## src/rtl/fifo_uart_tx_if.sv

```systemverilog
// Handshake bundle between the FIFO-side controller and the serial transmit stage.
// The master side owns the FIFO flags and enable; the slave side is the transmitter.
interface fifo_uart_tx_if;
    logic       enable;
    logic       fifoEmpty;
    logic [7:0] fifoData;
    logic       fifoRead;
    logic       txOut;
    logic       busy;
    logic       frameDone;

    modport master (
        output enable, fifoEmpty, fifoData,
        input  fifoRead, txOut, busy, frameDone
    );

    modport slave (
        input  enable, fifoEmpty, fifoData,
        output fifoRead, txOut, busy, frameDone
    );
endinterface

```

## src/rtl/fifo_uart_tx.sv

```systemverilog
// FIFO-draining UART transmitter: 1 start bit, 8 data bits LSB first, 1 stop bit.
// Every output is a register, so nothing on the bus depends combinationally on inputs.
module fifo_uart_tx #(
    parameter int CLKS_PER_BIT = 4
) (
    input  logic          clk,
    input  logic          rst_n,
    fifo_uart_tx_if.slave bus
);
    localparam int                CNT_W    = $clog2(CLKS_PER_BIT);
    localparam logic [CNT_W-1:0]  CNT_LAST = CNT_W'(CLKS_PER_BIT - 1);

    typedef enum logic [2:0] {IDLE, FETCH, LOAD, START, DATA, STOP} state_t;

    state_t           r_state;
    logic [CNT_W-1:0] r_cnt;
    logic [2:0]       r_bit;
    logic [7:0]       r_shift;
    logic             r_tx;
    logic             r_read;
    logic             r_busy;
    logic             r_done;

    logic w_last;
    logic w_go;

    assign w_last = (r_cnt == CNT_LAST);
    assign w_go   = bus.enable && !bus.fifoEmpty;

    assign bus.txOut     = r_tx;
    assign bus.fifoRead  = r_read;
    assign bus.busy      = r_busy;
    assign bus.frameDone = r_done;

    // NOTE: non-blocking assignments throughout, so every branch reads the pre-edge state.
    always_ff @(posedge clk or negedge rst_n) begin
        if (!rst_n) begin
            r_state <= IDLE;
            r_cnt   <= '0;
            r_bit   <= '0;
            r_shift <= '0;
            r_tx    <= 1'b1;
            r_read  <= 1'b0;
            r_busy  <= 1'b0;
            r_done  <= 1'b0;
        end else begin
            // Pulse outputs default low and are raised only by the branch that owns them.
            r_read <= 1'b0;
            r_done <= 1'b0;
            case (r_state)
                IDLE: begin
                    if (w_go) begin
                        r_state <= FETCH;
                        r_read  <= 1'b1;
                        r_busy  <= 1'b1;
                    end
                end
                FETCH: r_state <= LOAD;
                LOAD: begin
                    r_shift <= bus.fifoData;
                    r_tx    <= 1'b0;
                    r_cnt   <= '0;
                    r_state <= START;
                end
                START: begin
                    if (w_last) begin
                        r_cnt   <= '0;
                        r_bit   <= '0;
                        r_tx    <= r_shift[0];
                        r_state <= DATA;
                    end else begin
                        r_cnt <= r_cnt + CNT_W'(1);
                    end
                end
                DATA: begin
                    if (w_last) begin
                        r_cnt <= '0;
                        if (r_bit == 3'd7) begin
                            r_tx    <= 1'b1;
                            r_state <= STOP;
                        end else begin
                            r_bit <= r_bit + 3'd1;
                            r_tx  <= r_shift[r_bit + 3'd1];
                        end
                    end else begin
                        r_cnt <= r_cnt + CNT_W'(1);
                    end
                end
                STOP: begin
                    if (w_last) begin
                        r_cnt  <= '0;
                        r_done <= 1'b1;
                        // Flags are only consulted here and in IDLE, so a burst chains with a 2-cycle gap.
                        if (w_go) begin
                            r_state <= FETCH;
                            r_read  <= 1'b1;
                        end else begin
                            r_state <= IDLE;
                            r_busy  <= 1'b0;
                        end
                    end else begin
                        r_cnt <= r_cnt + CNT_W'(1);
                    end
                end
                default: begin
                    r_state <= IDLE;
                    r_busy  <= 1'b0;
                    r_tx    <= 1'b1;
                end
            endcase
        end
    end
endmodule
```

## src/flat_wrapper.sv

```systemverilog
// flat-port wrapper written by rule: the top's interface ports become plain ports
module fifo_uart_tx_flat 
#(
    parameter int CLKS_PER_BIT = 4
)
  (clk, rst_n, bus_enable, bus_fifoEmpty, bus_fifoData, bus_fifoRead, bus_txOut, bus_busy, bus_frameDone);
  fifo_uart_tx_if bus_i ();
  input  logic clk;
  input  logic rst_n;
  input wire logic [$bits(bus_i.enable)-1:0] bus_enable;
  input wire logic [$bits(bus_i.fifoEmpty)-1:0] bus_fifoEmpty;
  input wire logic [$bits(bus_i.fifoData)-1:0] bus_fifoData;
  output wire logic [$bits(bus_i.fifoRead)-1:0] bus_fifoRead;
  output wire logic [$bits(bus_i.txOut)-1:0] bus_txOut;
  output wire logic [$bits(bus_i.busy)-1:0] bus_busy;
  output wire logic [$bits(bus_i.frameDone)-1:0] bus_frameDone;
  assign bus_i.enable = bus_enable;
  assign bus_i.fifoEmpty = bus_fifoEmpty;
  assign bus_i.fifoData = bus_fifoData;
  assign bus_fifoRead = bus_i.fifoRead;
  assign bus_txOut = bus_i.txOut;
  assign bus_busy = bus_i.busy;
  assign bus_frameDone = bus_i.frameDone;
  fifo_uart_tx #(.CLKS_PER_BIT(CLKS_PER_BIT)) u_core (.clk(clk), .rst_n(rst_n), .bus(bus_i));
endmodule
```

## config.mk

```make
export PLATFORM = sky130hd
export DESIGN_NAME = fifo_uart_tx_flat
export DESIGN_NICKNAME = d
export VERILOG_FILES = /design/src/rtl/fifo_uart_tx_if.sv /design/src/rtl/fifo_uart_tx.sv /design/src/flat_wrapper.sv
export SDC_FILE = /design/constraint.sdc
export NUM_CORES = 1
export LEC_CHECK = 0
export CORE_MARGIN = 4
export CORE_UTILIZATION = 50
export DETAILED_ROUTE_END_ITERATION = 8
export GPL_ROUTABILITY_DRIVEN = 0
export GPL_TIMING_DRIVEN = 0
export PLACE_DENSITY_LB_ADDON = 0.08
export REMOVE_ABC_BUFFERS = 1
export SLEW_MARGIN = 20
export SYNTH_ARGS = -nofsm -noshare
export SYNTH_HDL_FRONTEND = slang
export SYNTH_SLANG_ARGS = --single-unit
```

## constraint.sdc

```tcl
create_clock -name clk -period 2.7 [get_ports clk]
set_clock_uncertainty 0.05 [all_clocks]
set_input_delay 0.27 -clock clk [delete_from_list [all_inputs] [get_ports clk]]
set_output_delay 0.27 -clock clk [all_outputs]
set_load 0.01 [all_outputs]
```

==> flow_metrics.tcl <==
set metrics [dict create \
    status "complete, no violations" \
    synthDistinctLibCells 31 \
    fill_cells 186 \
    die_h_um 53.52 \
    use_met3_pct 2.535 \
    crit_top_cell "ha_1" \
    synth-seq-cells 20 \
    min_period_over_period_pct 67.50 \
    startpoint_type "flip-flop" \
    ant_nets 0 \
    drc 0 \
    antennaDiodeCount 0 \
    ys_top_cells_by_area "dfrtp_1, mux2_2, ha_1" \
    arrival_ps 1970 \
    vias 751 \
    clock-sinks 20 \
    ys.flop_type "dfrtp_1" \
    finalWirelength_mm 1.728 \
    clock_latency_ps 300 \
    pre_cts_slack_ps 912.8 \
    track_usage_pct 15.63 \
    layout_setup_ws_ps 877.5 \
    r2r_slack_ps 880 \
    portBuffers 15 \
    final_area_mm2 0.001220 \
    clk_pin_slew_worst_paths_ps 110 \
    slowest_stage "dfrtp_1" \
    cts_tree "done" \
    initialDrtViolationCount 10 \
    seq_area_um2 501.7 \
    synth_commonest_cells "dfrtp_1, mux2_2, a21oi_1, nor2_1, nand2_1" \
    required_ps 2850 \
    post_cts_resized 0 \
    grt_max_degree 21 \
    grt_pass1_vias 750 \
    cts_root_buffer "clkbuf_4" \
    total_power_w 0.001388 \
    grt.met2_usage_pct 27.76 \
    antenna_found_initial 0 \
    netlist.top_cell.by_area "dfrtp_1" \
    grt_pass1_wl_mm 3.229 \
    yosysSeqAreaShare_pct 48.43 \
    synth_edf_count 0 \
    syn2layout_area_growth_pct 17.75 \
    numCtsBuffers 3 \
    tns_ps 0 \
    max_stage_delay_ps 470 \
    clockBufferDepth 2 \
    holdCritPathClass "in -> async" \
    place_area_mm2 0.001184 \
    postCtsSetupBuffers 0 \
    fp-row-count 16 \
    path_cells "ha_1, ha_1, nor4b_1, o21ai_0, mux2_2" \
    worst_pin_slew_ps 860.6 \
    wl_per_cell_um 12.99 \
    crit_fanout 5 \
    hpwl_mm 1.280 \
    start_util_pct 52.81 \
    multi_input_area_um2 490.5 \
    max_freq_ghz 0.5487 \
    drive_above_1_share_pct 18.87 \
    syn_area_mm2 0.001036 \
    reg2reg_to "u_core.r_bit[0]" \
    post-synth-top-count-cell "dfrtp_1" \
    syn-mean-instance-area_um2 11.26 \
    htreeDepth 1 \
    synth_cells 92 \
    synthArstFlopShare_pct 100.0 \
    finalSetupViolations 0 \
    dieArea_mm2 0.002864 \
    slew_violations 0 \
    crit_start "u_core.r_bit[0]" \
    fin_util_pct 62.18 \
    pin_count 16 \
    synth_warnings 0 \
    powerDensity_mw_per_mm2 1137 \
    via_per_inst 5.647 \
    rsz0062_at_grt "no" \
    overflow 0 \
    fp.coreArea_mm2 0.001962 \
    min_period_ps 1822 \
    ir_worst_vdd_v 0.0005522 \
    busiest_layer "met2" \
    drv_cap 0 \
    die_x_um 53.52 \
    drt_first_pass_iters 4 \
    endpoint "u_core.r_bit[0]" \
    gr-usage-met1_pct 17.96 \
    relSlewSlack_pct 42.45 \
    cp-end-kind "flip-flop" \
    reg2reg_from "u_core.r_bit[0]" \
    path_class "reg -> reg" \
    reg2reg_depth 5 \
    synth_top_area_share_pct 45.89 \
    ctsHoldBuffers 0 \
    leakage_nw 0.5077 \
    nets 122 \
    hold_viol 0 \
]
==> power by group <==
group	total, W	internal [W]	switching [W]
Sequential	0.000581	0.000435	0.000146
Combinational	0.000635	0.000360	0.000275
Clock	0.000172	0.0000822	0.0000896
Total	0.00139	0.000877	0.000510
==> metrics by stage <==
| step | hold slack [ps] | std cells |
|---|---|---|
| floorplan | -75.59 | 87 |
| global placement | 435.3 | 129 |
| CTS | 435.1 | 133 |
| finish | 400.1 | 133 |
| detailed placement | 440.2 | 129 |
| global route | 471.0 | 133 |
==> cells by family (layout without fill, tap and decap cells) <==
kind of cell | count (synthesis) | in the layout | share of synthesized area [%]
AOI/OAI and AO/OA | 22 | 22 | 13.77
and+or+nand+nor | 27 | 27 | 14.98
buffers and inverters | 7 | 21 | 4.227
DFF | 20 | 20 | 48.43
adders and majority gates | 3 | 3 | 3.624
muxes | 13 | 13 | 14.98
==> registers in the layout, indices dropped and copies added (netlist names) <==
register,flops
u_core.bus.busy,1
u_core.r_cnt,2
u_core.r_state,3
u_core.bus.frameDone,1
u_core.r_shift,8
u_core.bus.txOut,1
u_core.bus.fifoRead,1
u_core.r_bit,3
==> worst min path at each step <==
stage                            from                  end  slack [ps]  cells after the start
CTS                             rst_n      u_core.r_cnt[0]         440                      1
global route                    rst_n      u_core.r_cnt[0]         470                      1
floorplan                       rst_n      u_core.bus.busy         -80                      0
detailed placement  u_core.r_shift[3]    u_core.r_shift[3]         440                      1
global placement    u_core.r_shift[3]    u_core.r_shift[3]         440                      1
finish                          rst_n  u_core.bus.fifoRead         400                      1
==> per-layer routing <==
layer	up-vias	part of all wire [%]
met5	-	0
met4	0	0.58
met3	2	5.3
met2	20	52
met1	360	42
li1	369	-
==> cell usage in the layout, fill, tap and decap left out, types with 2 or more instances in the layout <==
cell type and instances:
a211oi_1 2, a21oi_1 7, a22o_1 2, a22oi_1 3, and3_1 2, clkbuf_4 3
clkdlybuf4s50_1 15, dfrtp_1 19, ha_1 3, inv_1 2, mux2_2 10, mux2i_1 2
nand2_1 4, nand2b_1 3, nor2_1 7, nor2b_1 2, nor3_1 3, o21ai_0 3
o22ai_1 2
==> area by class of cell <==
type	count	share of cell area, %
flip-flops and latches	20	41.13
multi-input cells	65	40.21
repair buffers	15	12.31
clock buffers	4	2.974
well taps	27	2.769
inverters	2	0.6154
==> worst max-delay path, delay by kind of cell (launching register included) <==
family / cells / cell delay [ps]
AOI/OAI and AO/OA: 1 / 190
adders and majority gates: 2 / 460
and+or+nand+nor: 1 / 250
muxes: 1 / 310
DFF: 1 / 470
(Power assumes the default switching activity.)
